<file path="src/rtl/decode_scoreboard_if.sv">
// Decode/scoreboard bundle: issue request, writeback completion, flush and registered decode result.
// Latency: none (wires only); stall is combinational from the slave, out_* registered in the slave.
// Backpressure: slave raises stall to hold the presented instruction; master keeps it steady until accepted.
interface decode_scoreboard_if #(
    parameter int NUM_REGS = 32,
    parameter int ADDR_W   = 5,
    parameter int DATA_W   = 32
);
    logic              in_valid;
    logic [ADDR_W-1:0] in_rs1;
    logic [ADDR_W-1:0] in_rs2;
    logic [ADDR_W-1:0] in_rd;
    logic              in_rd_we;
    logic [15:0]       in_imm;
    logic              wb_we;
    logic [ADDR_W-1:0] wb_addr;
    logic              flush;
    logic              stall;
    logic              out_valid;
    logic [ADDR_W-1:0] out_rs1;
    logic [ADDR_W-1:0] out_rs2;
    logic [ADDR_W-1:0] out_rd;
    logic              out_rd_we;
    logic [DATA_W-1:0] out_imm_sext;
    logic [NUM_REGS-1:0] pending;
    logic              err_underflow;

    modport master (
        output in_valid, in_rs1, in_rs2, in_rd, in_rd_we, in_imm,
        output wb_we, wb_addr, flush,
        input  stall, out_valid, out_rs1, out_rs2, out_rd, out_rd_we, out_imm_sext,
        input  pending, err_underflow
    );

    modport slave (
        input  in_valid, in_rs1, in_rs2, in_rd, in_rd_we, in_imm,
        input  wb_we, wb_addr, flush,
        output stall, out_valid, out_rs1, out_rs2, out_rd, out_rd_we, out_imm_sext,
        output pending, err_underflow
    );
endinterface

</file>
<file path="src/rtl/decode_scoreboard.sv">
// Decode stage register scoreboard: per-register outstanding-write counters gate instruction issue.
// Latency: one cycle from accept to out_valid; stall is combinational in the presentation cycle.
// Backpressure: stall holds the presented instruction on a RAW hazard or a saturated destination counter.
module decode_scoreboard #(
    parameter int NUM_REGS = 32,
    parameter int ADDR_W   = 5,
    parameter int DATA_W   = 32,
    parameter int PEND_W   = 2
) (
    input logic clk,
    input logic reset,
    decode_scoreboard_if.slave sb
);
    localparam int DEPTH = 1 << ADDR_W;
    localparam logic [PEND_W-1:0] CNT_MAX = '1;
    localparam logic [PEND_W-1:0] CNT_ONE = PEND_W'(1);

    // Counters span the full address space so any address indexes safely;
    // entries for register 0 and addresses >= NUM_REGS are never written.
    logic [PEND_W-1:0] cnt [DEPTH];
    logic [DEPTH-1:0]  tracked;
    logic [DEPTH-1:0]  inc_vec;
    logic [DEPTH-1:0]  dec_vec;
    logic [NUM_REGS-1:0] pend;
    logic rs1_haz, rs2_haz, rd_full, stall_c, accept, inc_ok, wb_ok;

    // Mask of addresses that own a real counter.
    always_comb begin
        tracked = '0;
        for (int i = 1; i < DEPTH; i++) begin
            tracked[i] = (i < NUM_REGS);
        end
    end

    // Hazard detection with write-through bypass on the last outstanding write.
    always_comb begin
        rs1_haz = tracked[sb.in_rs1] && (cnt[sb.in_rs1] != '0) &&
                  !((cnt[sb.in_rs1] == CNT_ONE) && sb.wb_we && (sb.wb_addr == sb.in_rs1));
        rs2_haz = tracked[sb.in_rs2] && (cnt[sb.in_rs2] != '0) &&
                  !((cnt[sb.in_rs2] == CNT_ONE) && sb.wb_we && (sb.wb_addr == sb.in_rs2));
        rd_full = sb.in_rd_we && tracked[sb.in_rd] && (cnt[sb.in_rd] == CNT_MAX) &&
                  !(sb.wb_we && (sb.wb_addr == sb.in_rd));
        stall_c = sb.in_valid && !sb.flush && !reset && (rs1_haz || rs2_haz || rd_full);
        accept  = sb.in_valid && !stall_c && !sb.flush;
        inc_ok  = accept && sb.in_rd_we && tracked[sb.in_rd];
        wb_ok   = sb.wb_we && tracked[sb.wb_addr] && !sb.flush;
    end

    // One-hot increment/decrement requests; decrement only from a nonzero count.
    always_comb begin
        inc_vec = '0;
        dec_vec = '0;
        if (inc_ok) begin
            inc_vec[sb.in_rd] = 1'b1;
        end
        if (wb_ok && (cnt[sb.wb_addr] != '0)) begin
            dec_vec[sb.wb_addr] = 1'b1;
        end
    end

    // Counter update; a simultaneous increment and decrement cancel out.
    always_ff @(posedge clk) begin
        if (reset || sb.flush) begin
            for (int i = 0; i < DEPTH; i++) begin
                cnt[i] <= '0;
            end
        end else begin
            for (int i = 0; i < DEPTH; i++) begin
                if (inc_vec[i] && !dec_vec[i]) begin
                    cnt[i] <= cnt[i] + CNT_ONE;
                end else if (dec_vec[i] && !inc_vec[i]) begin
                    cnt[i] <= cnt[i] - CNT_ONE;
                end
            end
        end
    end

    // Sticky underflow: writeback to a tracked register with nothing outstanding.
    always_ff @(posedge clk) begin
        if (reset) begin
            sb.err_underflow <= 1'b0;
        end else if (wb_ok && (cnt[sb.wb_addr] == '0)) begin
            sb.err_underflow <= 1'b1;
        end
    end

    // Decode output register; fields hold their last values when nothing is accepted.
    always_ff @(posedge clk) begin
        if (reset) begin
            sb.out_valid    <= 1'b0;
            sb.out_rs1      <= '0;
            sb.out_rs2      <= '0;
            sb.out_rd       <= '0;
            sb.out_rd_we    <= 1'b0;
            sb.out_imm_sext <= '0;
        end else begin
            sb.out_valid <= accept;
            if (accept) begin
                sb.out_rs1      <= sb.in_rs1;
                sb.out_rs2      <= sb.in_rs2;
                sb.out_rd       <= sb.in_rd;
                sb.out_rd_we    <= sb.in_rd_we;
                sb.out_imm_sext <= {{(DATA_W-16){sb.in_imm[15]}}, sb.in_imm};
            end
        end
    end

    // Pending view: one bit per architectural register, bit 0 tied low.
    always_comb begin
        pend = '0;
        for (int i = 1; i < NUM_REGS; i++) begin
            pend[i] = (cnt[i] != '0);
        end
    end

    assign sb.pending = pend;
    assign sb.stall   = stall_c;

endmodule

</file>
<file path="src/flat_wrapper.sv">
// flat-port wrapper written by rule: the top's interface ports become plain ports
module decode_scoreboard_flat 
#(
    parameter int NUM_REGS = 32,
    parameter int ADDR_W   = 5,
    parameter int DATA_W   = 32,
    parameter int PEND_W   = 2
)
  (clk, reset, sb_in_valid, sb_in_rs1, sb_in_rs2, sb_in_rd, sb_in_rd_we, sb_in_imm, sb_wb_we, sb_wb_addr, sb_flush, sb_stall, sb_out_valid, sb_out_rs1, sb_out_rs2, sb_out_rd, sb_out_rd_we, sb_out_imm_sext, sb_pending, sb_err_underflow);
  decode_scoreboard_if #(.NUM_REGS(NUM_REGS), .ADDR_W(ADDR_W), .DATA_W(DATA_W)) sb_i ();
  input logic clk;
  input logic reset;
  input wire logic [$bits(sb_i.in_valid)-1:0] sb_in_valid;
  input wire logic [$bits(sb_i.in_rs1)-1:0] sb_in_rs1;
  input wire logic [$bits(sb_i.in_rs2)-1:0] sb_in_rs2;
  input wire logic [$bits(sb_i.in_rd)-1:0] sb_in_rd;
  input wire logic [$bits(sb_i.in_rd_we)-1:0] sb_in_rd_we;
  input wire logic [$bits(sb_i.in_imm)-1:0] sb_in_imm;
  input wire logic [$bits(sb_i.wb_we)-1:0] sb_wb_we;
  input wire logic [$bits(sb_i.wb_addr)-1:0] sb_wb_addr;
  input wire logic [$bits(sb_i.flush)-1:0] sb_flush;
  output wire logic [$bits(sb_i.stall)-1:0] sb_stall;
  output wire logic [$bits(sb_i.out_valid)-1:0] sb_out_valid;
  output wire logic [$bits(sb_i.out_rs1)-1:0] sb_out_rs1;
  output wire logic [$bits(sb_i.out_rs2)-1:0] sb_out_rs2;
  output wire logic [$bits(sb_i.out_rd)-1:0] sb_out_rd;
  output wire logic [$bits(sb_i.out_rd_we)-1:0] sb_out_rd_we;
  output wire logic [$bits(sb_i.out_imm_sext)-1:0] sb_out_imm_sext;
  output wire logic [$bits(sb_i.pending)-1:0] sb_pending;
  output wire logic [$bits(sb_i.err_underflow)-1:0] sb_err_underflow;
  assign sb_i.in_valid = sb_in_valid;
  assign sb_i.in_rs1 = sb_in_rs1;
  assign sb_i.in_rs2 = sb_in_rs2;
  assign sb_i.in_rd = sb_in_rd;
  assign sb_i.in_rd_we = sb_in_rd_we;
  assign sb_i.in_imm = sb_in_imm;
  assign sb_i.wb_we = sb_wb_we;
  assign sb_i.wb_addr = sb_wb_addr;
  assign sb_i.flush = sb_flush;
  assign sb_stall = sb_i.stall;
  assign sb_out_valid = sb_i.out_valid;
  assign sb_out_rs1 = sb_i.out_rs1;
  assign sb_out_rs2 = sb_i.out_rs2;
  assign sb_out_rd = sb_i.out_rd;
  assign sb_out_rd_we = sb_i.out_rd_we;
  assign sb_out_imm_sext = sb_i.out_imm_sext;
  assign sb_pending = sb_i.pending;
  assign sb_err_underflow = sb_i.err_underflow;
  decode_scoreboard #(.NUM_REGS(NUM_REGS), .ADDR_W(ADDR_W), .DATA_W(DATA_W), .PEND_W(PEND_W)) u_core (.clk(clk), .reset(reset), .sb(sb_i));
endmodule
</file>
<file path="config.mk">
export PLATFORM = sky130hd
export DESIGN_NAME = decode_scoreboard_flat
export DESIGN_NICKNAME = d
export VERILOG_FILES = /design/src/rtl/decode_scoreboard_if.sv /design/src/rtl/decode_scoreboard.sv /design/src/flat_wrapper.sv
export SDC_FILE = /design/constraint.sdc
export NUM_CORES = 1
export LEC_CHECK = 0
export ABC_AREA = 1
export BUFFER_PORTS_ARGS = -buffer_cell sky130_fd_sc_hd__buf_2
export CAP_MARGIN = 0
export CORE_MARGIN = 2
export CORE_UTILIZATION = 63
export DETAILED_ROUTE_END_ITERATION = 16
export PLACE_DENSITY = 0.92
export SLEW_MARGIN = 20
export SYNTH_ARGS = -nofsm -noshare
export SYNTH_HDL_FRONTEND = slang
export SYNTH_SLANG_ARGS = --single-unit
</file>
<file path="constraint.sdc">
create_clock -name clk -period 6.05 [get_ports clk]
set_input_delay 0.605 -clock clk [delete_from_list [all_inputs] [get_ports clk]]
set_output_delay 0.605 -clock clk [all_outputs]
set_load 0.01 [all_outputs]
</file>
==> reports/metrics.yaml, run 1 <==
outcome:
  status: "complete, no violations"
timing:
  setup_viol: 0
  max_slew_margin_pct: 25.9
  worst_pin_slew_ns: 1.10
  rsz0062_at_grt: "no"
  finClkSkew_ns: 0.00780
  tns_ns: 0
  max_freq_mhz: 231
  drv_slew: 0
  timing.final.crit_share_pct: 71.5
  final.min_clock_period_ns: 4.33
  hold_viol_final: 0
global_routing:
  overflow: 0
  grt_max_degree: 67
  antenna_found_initial: 0
  grt_pass1_wl_um: 44700
  grt_use_total_pct: 41.2
  grt_pass1_vias: 8362
critical_path:
  crit_chain: "buf_2, nor2_1, inv_1, nor2_1, nor2_1, nand2_1, nand2_1, nand2_1, nor2_1, nand2_1, nand3_1, nand2_1, o21bai_4, nand3_2, inv_1, nand2_1, o21ai_0"
  max_stage_delay_ns: 0.55
  crit_type: "input pin to flop"
  path_delay_family: "simple AND/OR/NAND/NOR gates"
  cpMaxStageDelayCell: "inv_1"
  critPathRequiredTime_ns: 6.10
  start_kind: "input pin"
  crit_top_cell: "nand2_1"
  critPathCaptureType: "flop"
  arrival_ns: 4.38
  cp_max_fo: 34
  cp_num_buf_inv: 3
pwr:
  power-per-cell-area_mw_per_mm2: 209
  total_power_mw: 1.87
  p_leak_nw: 4.73
  vdd_ir_drop_max_mv: 0.144
die:
  die_h_um: 118
  io_pins: 125
  rows: 41
  initial_core_util_pct: 64.6
  dieArea_mm2: 0.0139
  die_x_um: 118
  core_mm2: 0.0127
synthesis:
  yosys.area.top_type: "edfxtp_1"
  async_reset_ff_share_pct: 0
  synth_top_area_share_pct: 23.5
  synth_cells: 1362
  ys.flop_type: "edfxtp_1"
  synth-edff-count: 64
  yosysSeqAreaShare_pct: 31.8
  synth_cell_type_count: 38
  syn_area_per_cell_um2: 6.01
  ys_ff_latch: 98
  ys_warn_count: 0
  synth_area_leaders: "edfxtp_1 (23%), nand2_1 (22%), nand3_1 (9.0%)"
  syn-cell-area_mm2: 0.00819
finish:
  final_util_pct: 70.7
  diodes: 0
  nets: 1468
  syn2layout_area_growth_pct: 9.43
  layout-drive-gt1-share_pct: 11.3
  finish.instance_area_mm2: 0.00896
clock_tree:
  cts_resized: 0
  cts_setup_buffers: 0
  htreeDepth: 3
  clock-sinks: 98
  clock-root-buffer: "clkbuf_16"
  path_clk_slew_ns: 0.07
  cts_tree: "built"
  cts_hold_buf: 0
  clockBufferDepth: 2
  insertion_delay_ns: 0.37
  cts_buffers: 9
placement:
  hpwl_um: 21600
  place_area_mm2: 0.00865
  gp_congestion: 1.04
  portBuffers: 123
run:
  max-cap-violations: 0
drt:
  drc: 0
  wl_um: 29300
  dr.first_iter.drc_count: 1803
  wl_per_cell_um: 18.3
  via_count: 9617
  viasPerCell: 6.00
  antenna_left: 0
  firstDrtPassIters: 6
min_path:
  hold_path_class: "flop to flop"
-- state kept, by name, indices dropped and copies added, names as in the netlist --
register	count
u_core.sb.out_rd	5
u_core.cnt	64
u_core.sb.out_imm_sext	16
u_core.sb.out_rs2	5
u_core.sb.err_underflow	1
u_core.sb.out_rd_we	1
u_core.sb.out_valid	1
u_core.sb.out_rs1	5
-- metrics by stage --
| stage | setup slack (ns) | hold WS [ns] | instances |
|---|---|---|---|
| after floorplan | 3.30 | 0.484 | 1364 |
| after global placement | 1.58 | 0.448 | 1586 |
| after detailed placement | 1.51 | 0.453 | 1586 |
| after CTS | 1.88 | 0.472 | 1602 |
| after global routing | 1.42 | 0.491 | 1602 |
| final | 1.72 | 0.474 | 1602 |
-- layout make-up --
cell class / count / area [µm²]
multi-input cells: 1012 / 4530
flip-flops and latches: 98 / 2600
repair buffers: 125 / 631
well taps: 172 / 215
clock buffers: 12 / 279
inverters: 179 / 672
clock inverters: 4 / 28.8
fillers: 1149 / 3710
-- logic make-up after synthesis --
group	after synthesis	share of synthesized area, %
multiplexers	10	1.22
AND/OR/NAND/NOR	837	42.5
other	1	0.0458
XOR/XNOR	7	0.749
flip-flops	98	31.8
adder cells (fa/ha/maj)	1	0.153
AO/OA/AOI/OAI	154	10.5
buffers and inverters	254	13.0
-- per-layer routing --
layer  share of wire (%)  track usage (%)  up-vias
li1                    -                -     4455
met1                  38             54.3     4319
met2                  43             61.1      737
met3                  16             15.8      106
met4                 3.7             15.4        0
met5                   0                0        -
-- final timing paths --
kind,end,slack (ns),depth (start not counted),start
max,u_core.cnt[17][1],1.72,17,sb_in_rd[0]
min,u_core.sb.out_rd_we,0.47,2,u_core.sb.out_rd_we
max reg2reg,u_core.cnt[17][1],2.35,17,u_core.cnt[19][1]
min reg2reg,u_core.sb.out_rd_we,0.47,2,u_core.sb.out_rd_we
-- synthesized netlist by cell type, types with 3 or more instances --
master,count
xor2_1,7
clkbuf_1,21
mux2i_1,10
inv_1,171
nor3_2,3
nand3b_1,12
nor3_1,5
nand4_1,16
a22oi_1,7
buf_2,32
o21bai_1,4
nand2_1,472
o21ai_1,7
edfxtp_1,64
nand3_1,148
nor2_2,3
dfxtp_1,34
o211ai_1,6
inv_2,6
nor2_1,171
o22ai_1,11
buf_4,20
o21ai_0,64
a21oi_1,47
-- power by group --
| group | total, mW | switching (mW) | internal [mW] |
|---|---|---|---|
| clock | 0.603 | 0.271 | 0.331 |
| sequential | 0.797 | 0.0370 | 0.760 |
| combinational | 0.474 | 0.336 | 0.138 |
-- cell usage in the layout, fill, tap and decap left out, drive strengths merged --
master / n
buf: 125
o21ba: 1
edfxtp: 64
o21bai: 5
o211ai: 6
nand4: 16
nand2: 474
nand3b: 12
inv: 179
dfxtp: 34
nor3: 8
conb: 3
a21boi: 1
o22ai: 11
clkbuf: 12
o2111ai: 2
nor4: 1
a221oi: 1
xor2: 7
a21oi: 47
mux2i: 10
a22oi: 7
ha: 1
a31oi: 2
nand3: 150
clkinv: 4
nor2: 176
o21ai: 71
-- tightest hold or removal path, delay by kind of cell, from the launching register on --
kind / cells / cell delay [ns]
flip-flops: 1 / 0.32
AND/OR/NAND/NOR: 1 / 0.06
AO/OA/AOI/OAI: 1 / 0.05
Power figures use the tool's default switching activity.
==> inputs of run 2 (changes only) <==
--- a/config.mk
+++ b/config.mk
@@ -9,9 +9,9 @@
 export BUFFER_PORTS_ARGS = -buffer_cell sky130_fd_sc_hd__buf_2
 export CAP_MARGIN = 0
 export CORE_MARGIN = 2
-export CORE_UTILIZATION = 63
+export CORE_UTILIZATION = 59
 export DETAILED_ROUTE_END_ITERATION = 16
-export PLACE_DENSITY = 0.92
+export PLACE_DENSITY = 0.87
 export SLEW_MARGIN = 20
 export SYNTH_ARGS = -nofsm -noshare
 export SYNTH_HDL_FRONTEND = slang
==> constraint.sdc (replaced) <==
create_clock -name clk -period 4.2 [get_ports clk]
set_input_delay 0.42 -clock clk [delete_from_list [all_inputs] [get_ports clk]]
set_output_delay 0.42 -clock clk [all_outputs]
set_load 0.01 [all_outputs]
==> run 2 against run 1 <==
  * Final cell count is 1.5% higher
  * Flip-flop and latch count unchanged
  * Via count down 0.21%
  * Non-clock buffer count up 16
  * Routed wire length increased by 1.2%
  * First-iteration DRC count decreased by 13%
  * Hold slack got worse by 0.093 ns
  * Design area increased by 1.3%
  * Critical path depth is the same
  * Clock skew up 0.0070 ns
  * Critical endpoint unchanged
==> reports/metrics.yaml, run 2 (synthesized netlist as in run 1, its figures left out) <==
global_routing:
  grt_pass1_wl_um: 44800  # about the same
  overflow: 0  # unchanged
  antenna_found_initial: 0  # unchanged
  grt_max_degree: 45  # -33%
  grt_use_total_pct: 39.7  # -1.5 points
  grt_pass1_vias: 8323  # -0.47%
timing:
  tns_ns: 0  # unchanged
  timing.final.crit_share_pct: 82.0
  max_freq_mhz: 290
  drv_slew: 0  # unchanged
  hold_viol_final: 0  # unchanged
  rsz0062_at_grt: "no"
  finClkSkew_ns: 0.0148  # +0.00700 ns
  worst_pin_slew_ns: 0.798  # -0.305 ns
  max_slew_margin_pct: 46.4  # +21 points
  setup_viol: 0  # unchanged
  final.min_clock_period_ns: 3.44
drt:
  drc: 0  # unchanged
  wl_um: 29700  # +1.2%
  dr.first_iter.drc_count: 1562  # -13%
  antenna_left: 0  # unchanged
  wl_per_cell_um: 18.3  # -0.31%
  viasPerCell: 5.90  # -1.7%
  firstDrtPassIters: 6  # unchanged
  via_count: 9597  # -0.21%
critical_path:
  reg2reg_from: "u_core.cnt[19][0]"
  crit_chain: "buf_2, nand2_2, buf_4, nor2_1, a21oi_1, nand2_1, nand2_1, nand2_1, nor2_1, nand2_1, nand3_1, nand2_1, o21bai_4, nand3_2, inv_1, nand2_1, o21ai_0"
  cpMaxStageDelayCell: "inv_1"
  critPathRequiredTime_ns: 4.24  # -1.86 ns
  crit_top_cell: "nand2_1"
  arrival_ns: 3.48  # -0.90 ns
  start_kind: "input pin"
  critPathCaptureType: "flop"
  cp_max_fo: 20  # -41%
  max_stage_delay_ns: 0.44  # -0.11 ns
  cp-startpoint: "sb_in_rd[0]"
  crit_type: "input pin to flop"
die:
  rows: 43  # +4.9%
  die_x_um: 122  # +3.2%
  dieArea_mm2: 0.0148  # +6.5%
  core_mm2: 0.0137  # +8.3%
  initial_core_util_pct: 59.7  # -4.9 points
  io_pins: 125  # unchanged
  die_h_um: 122  # +3.2%
placement:
  portBuffers: 123  # unchanged
  gp_congestion: 1.06  # +2.1%
  hpwl_um: 22100  # +2.4%
  place_area_mm2: 0.00878  # +1.5%
clock_tree:
  cts_buffers: 9  # unchanged
  cts_setup_buffers: 0  # unchanged
  insertion_delay_ns: 0.37  # about the same
  clockBufferDepth: 2  # unchanged
  cts_tree: "built"
  cts_resized: 0  # unchanged
  path_clk_slew_ns: 0.07  # about the same
  htreeDepth: 3  # unchanged
  clock-root-buffer: "clkbuf_16"
  clock-sinks: 98  # unchanged
  cts_hold_buf: 0  # unchanged
pwr:
  vdd_ir_drop_max_mv: 0.232  # +61%
  p_leak_nw: 4.80  # +1.6%
  power-per-cell-area_mw_per_mm2: 295  # +41%
min_path:
  hold_path_class: "input pin to flop"
  min_from: "sb_in_imm[3]"
finish:
  largest_reg_flops: 64  # unchanged
  diodes: 0  # unchanged
  top_register: "u_core.cnt"
  final_common_cell: "nand2_1"
  top_regs: "u_core.cnt (64), u_core.sb.out_imm_sext (16)"
  layout-drive-gt1-share_pct: 12.2  # +0.98 points
  finish.instance_area_mm2: 0.00908  # +1.3%
  syn2layout_area_growth_pct: 10.9
  mostFrequentLayoutCells: "nand2_1 (472), inv_1 (171), nor2_1 (170), nand3_1 (148), buf_2 (123)"
  nets: 1484  # +1.1%
run:
  max-cap-violations: 0  # unchanged
outcome:
  status: "complete, no violations"
## run 2: per-layer routing
layer  global-route usage, %  routed length (µm)  part of all wire [%]
met1                    55.3               11500                    39
met2                    58.3               12900                    43
met3                    11.0                4240                    14
met4                    15.7                1080                   3.6
met5                       0                   0                     0
## run 2: layout make-up
class                   count  area (µm²)
flip-flops and latches     98        2600
well taps                 180         225
clock inverters             5        41.3
repair buffers            141         751
clock buffers              11         254
inverters                 179         672
fillers                  1321        4640
multi-input cells        1012        4530
## run 2: where the power goes
part,total [mW],switching (mW),internal (mW)
Combinational,0.686,0.479,0.207
Sequential,1.15,0.0551,1.09
Clock,0.840,0.393,0.448
## run 2: per-stage QoR
step	worst slack [ns]	total power, mW	util (%)	hold WS (ns)	std cells
global route	0.514	2.78	66.2	0.410	1626
floorplan	1.63	1.60	-	0.484	1364
detailed placement	0.552	1.83	64.0	0.446	1610
global placement	0.664	1.82	64.0	0.447	1610
finish	0.757	2.68	66.2	0.380	1626
CTS	0.925	2.65	66.2	0.374	1626
## run 2: worst paths after layout
path	slack [ns]	depth (start not counted)	end
max reg2reg	0.89	17	u_core.cnt[17][1]
min reg2reg	0.47	2	u_core.sb.out_rs1[2]
max	0.76	17	u_core.cnt[17][1]
min	0.38	5	u_core.sb.out_imm_sext[3]
## run 2: critical path: cells and delay by family
| kind | cells | cell delay [ns] |
|---|---|---|
| and+or+nand+nor | 11 | 1.38 |
| AOI/OAI and AO/OA | 3 | 0.77 |
| buffers and inverters | 3 | 0.92 |
==> inputs of run 3 (changes only) <==
--- a/config.mk
+++ b/config.mk
@@ -9,9 +9,9 @@
 export BUFFER_PORTS_ARGS = -buffer_cell sky130_fd_sc_hd__buf_2
 export CAP_MARGIN = 0
 export CORE_MARGIN = 2
-export CORE_UTILIZATION = 59
+export CORE_UTILIZATION = 53
 export DETAILED_ROUTE_END_ITERATION = 16
-export PLACE_DENSITY = 0.87
+export PLACE_DENSITY = 0.83
 export SLEW_MARGIN = 20
 export SYNTH_ARGS = -nofsm -noshare
 export SYNTH_HDL_FRONTEND = slang
==> constraint.sdc (replaced) <==
create_clock -name clk -period 3 [get_ports clk]
set_input_delay 0.3 -clock clk [delete_from_list [all_inputs] [get_ports clk]]
set_output_delay 0.3 -clock clk [all_outputs]
set_load 0.01 [all_outputs]
==> run 3 against run 2 <==
  * Hold slack lost 0.13 ns
  * Die area grew 11%
  * Power rose by 46%
  * Via count rose by 0.81%
  * First-iteration DRC count up 1.7%
  * Design area grew 6.6%
  * Non-clock buffer count is 56 higher
  * Combinational power increased by 52%
  * Utilization down 2.3 points
==> reports/metrics.yaml, run 3 (synthesized netlist as in run 1, its figures left out) <==
clock_tree:
  clock-sinks: 98  # unchanged
  path_clk_slew_ns: 0.08  # about the same
  clockBufferDepth: 2  # unchanged
  cts_buffers: 9  # unchanged
  htreeDepth: 3  # unchanged
  insertion_delay_ns: 0.37  # about the same
  clock-root-buffer: "clkbuf_16"
  cts_tree: "built"
finish:
  top_regs: "u_core.cnt (64), u_core.sb.out_imm_sext (16)"
  nets: 1540  # +3.8%
  syn2layout_area_growth_pct: 18.2
  n_fill_cell: 1438  # +8.9%
  largest_reg_flops: 64  # unchanged
  mostFrequentLayoutCells: "nand2_1 (472), nor2_1 (167), inv_1 (164), nand3_1 (148), buf_2 (123)"
  final_common_cell: "nand2_1"
  layout-drive-gt1-share_pct: 16.4  # +4.1 points
  diodes: 0  # unchanged
  top_register: "u_core.cnt"
global_routing:
  antenna_found_initial: 0  # unchanged
  grt_pass1_wl_um: 46500  # +4.0%
  grt_max_degree: 66  # +47%
  grt_pass1_vias: 8492  # +2.0%
  grt_use_total_pct: 36.8  # -2.9 points
  overflow: 0  # unchanged
drt:
  firstDrtPassIters: 7  # +1
  dr.first_iter.drc_count: 1588  # +1.7%
  via_count: 9675  # +0.81%
  viasPerCell: 5.72  # -3.0%
  drc: 0  # unchanged
  wl_um: 30600  # +3.1%
  antenna_left: 0  # unchanged
  wl_per_cell_um: 18.1  # -0.81%
min_path:
  hold_depth: 5  # unchanged
  hold_path_class: "input pin to flop"
die:
  die_x_um: 128  # +5.3%
  rows: 45  # +4.7%
  core_mm2: 0.0151  # +10%
  io_pins: 125  # unchanged
  die_h_um: 128  # +5.3%
  initial_core_util_pct: 54.1  # -5.6 points
  dieArea_mm2: 0.0165  # +11%
timing:
  finClkSkew_ns: 0.0153  # +0.000475 ns
  worst_pin_slew_ns: 0.701  # -0.0963 ns
  max_freq_mhz: 355
  setup_ws_ns: 0.181  # -0.576 ns
  drv_slew: 0  # unchanged
  final.min_clock_period_ns: 2.82
  max_slew_margin_pct: 53.2  # +6.8 points
  setup_viol: 0  # unchanged
  tns_ns: 0  # unchanged
  timing.final.crit_share_pct: 94.0
  whs_ns: 0.248  # -0.132 ns
  rsz0062_at_grt: "no"
  hold_viol_final: 0  # unchanged
pwr:
  total_power_mw: 3.91  # +46%
  vdd_ir_drop_max_mv: 0.329  # +42%
  p_leak_nw: 5.12  # +6.7%
  power-per-cell-area_mw_per_mm2: 404  # +37%
critical_path:
  cp_max_fo: 5  # -75%
  start_kind: "flop"
  critPathRequiredTime_ns: 3.05  # -1.19 ns
  critPathCaptureType: "flop"
  worstRegToRegCells: 12  # -5
  arrival_ns: 2.87  # -0.61 ns
  crit_type: "flop to flop"
placement:
  pre_cts_slack_ns: 0.140  # -0.412 ns
  hpwl_um: 23600  # +6.8%
  portBuffers: 123  # unchanged
  gp_congestion: 1.05  # -0.95%
run:
  max-cap-violations: 0  # unchanged
outcome:
  status: "complete, no violations"
==> run 3: worst paths after layout <==
kind	start	end	slack, ns
worst max register to register	u_core.cnt[8][1]	u_core.cnt[24][0]	0.18
worst min-delay path	sb_in_imm[1]	u_core.sb.out_imm_sext[1]	0.25
worst max-delay path	u_core.cnt[8][1]	u_core.cnt[24][0]	0.18
worst min register to register	u_core.sb.out_rs2[3]	u_core.sb.out_rs2[3]	0.48
==> run 3: where the power goes <==
| group | total [mW] | internal (mW) | switching, mW | leakage [nW] |
|---|---|---|---|---|
| sequential | 1.61 | 1.53 | 0.0826 | 0.987 |
| clock | 1.25 | 0.671 | 0.584 | 0.156 |
| combinational | 1.04 | 0.348 | 0.697 | 3.98 |
==> run 3: final cells by class <==
class	instances	area [µm²]	area share (%)
Clock buffer	9	225	2.33
Clock inverter	7	92.6	0.957
Inverter	179	672	6.94
Multi-Input combinational cell	1012	4570	47.2
Sequential cell	98	2600	26.9
Tap cell	188	235	2.43
Timing Repair Buffer	197	1280	13.3
==> run 3: critical path, stage by stage (launching register included) <==
cell,delay [ns]
edfxtp_1,0.55
nor2_1,0.29
o22ai_1,0.13
o21ai_0,0.21
a21boi_0,0.20
nand3_1,0.12
nand2_1,0.16
nor2_1,0.11
buf_4,0.15
inv_1,0.08
nor2_1,0.08
buf_4,0.14
o21ai_0,0.27
==> run 3: timing repair <==
item	in CTS	in global routing
endpoints found under the setup margin	0	77
hold buffers	0	0
resized for setup	0	22
setup buffers	0	4
==> run 3: per-stage QoR <==
| step | util (%) | std cells | area (µm²) |
|---|---|---|---|
| after detailed placement | 61.4 | 1670 | 9300 |
| after global routing | 63.9 | 1690 | 9680 |
| final | 63.9 | 1690 | 9680 |
| after floorplan | - | 1364 | 8200 |
| after CTS | 63.5 | 1686 | 9620 |
| after global placement | 61.4 | 1670 | 9300 |
==> run 3: layer usage <==
metal	GRT usage, %	wire [µm]	up-vias
li1	-	-	4601
met1	51.7	12000	4333
met2	54.6	13200	656
met3	11.2	4510	85
met4	11.2	898	0
met5	0	0	-
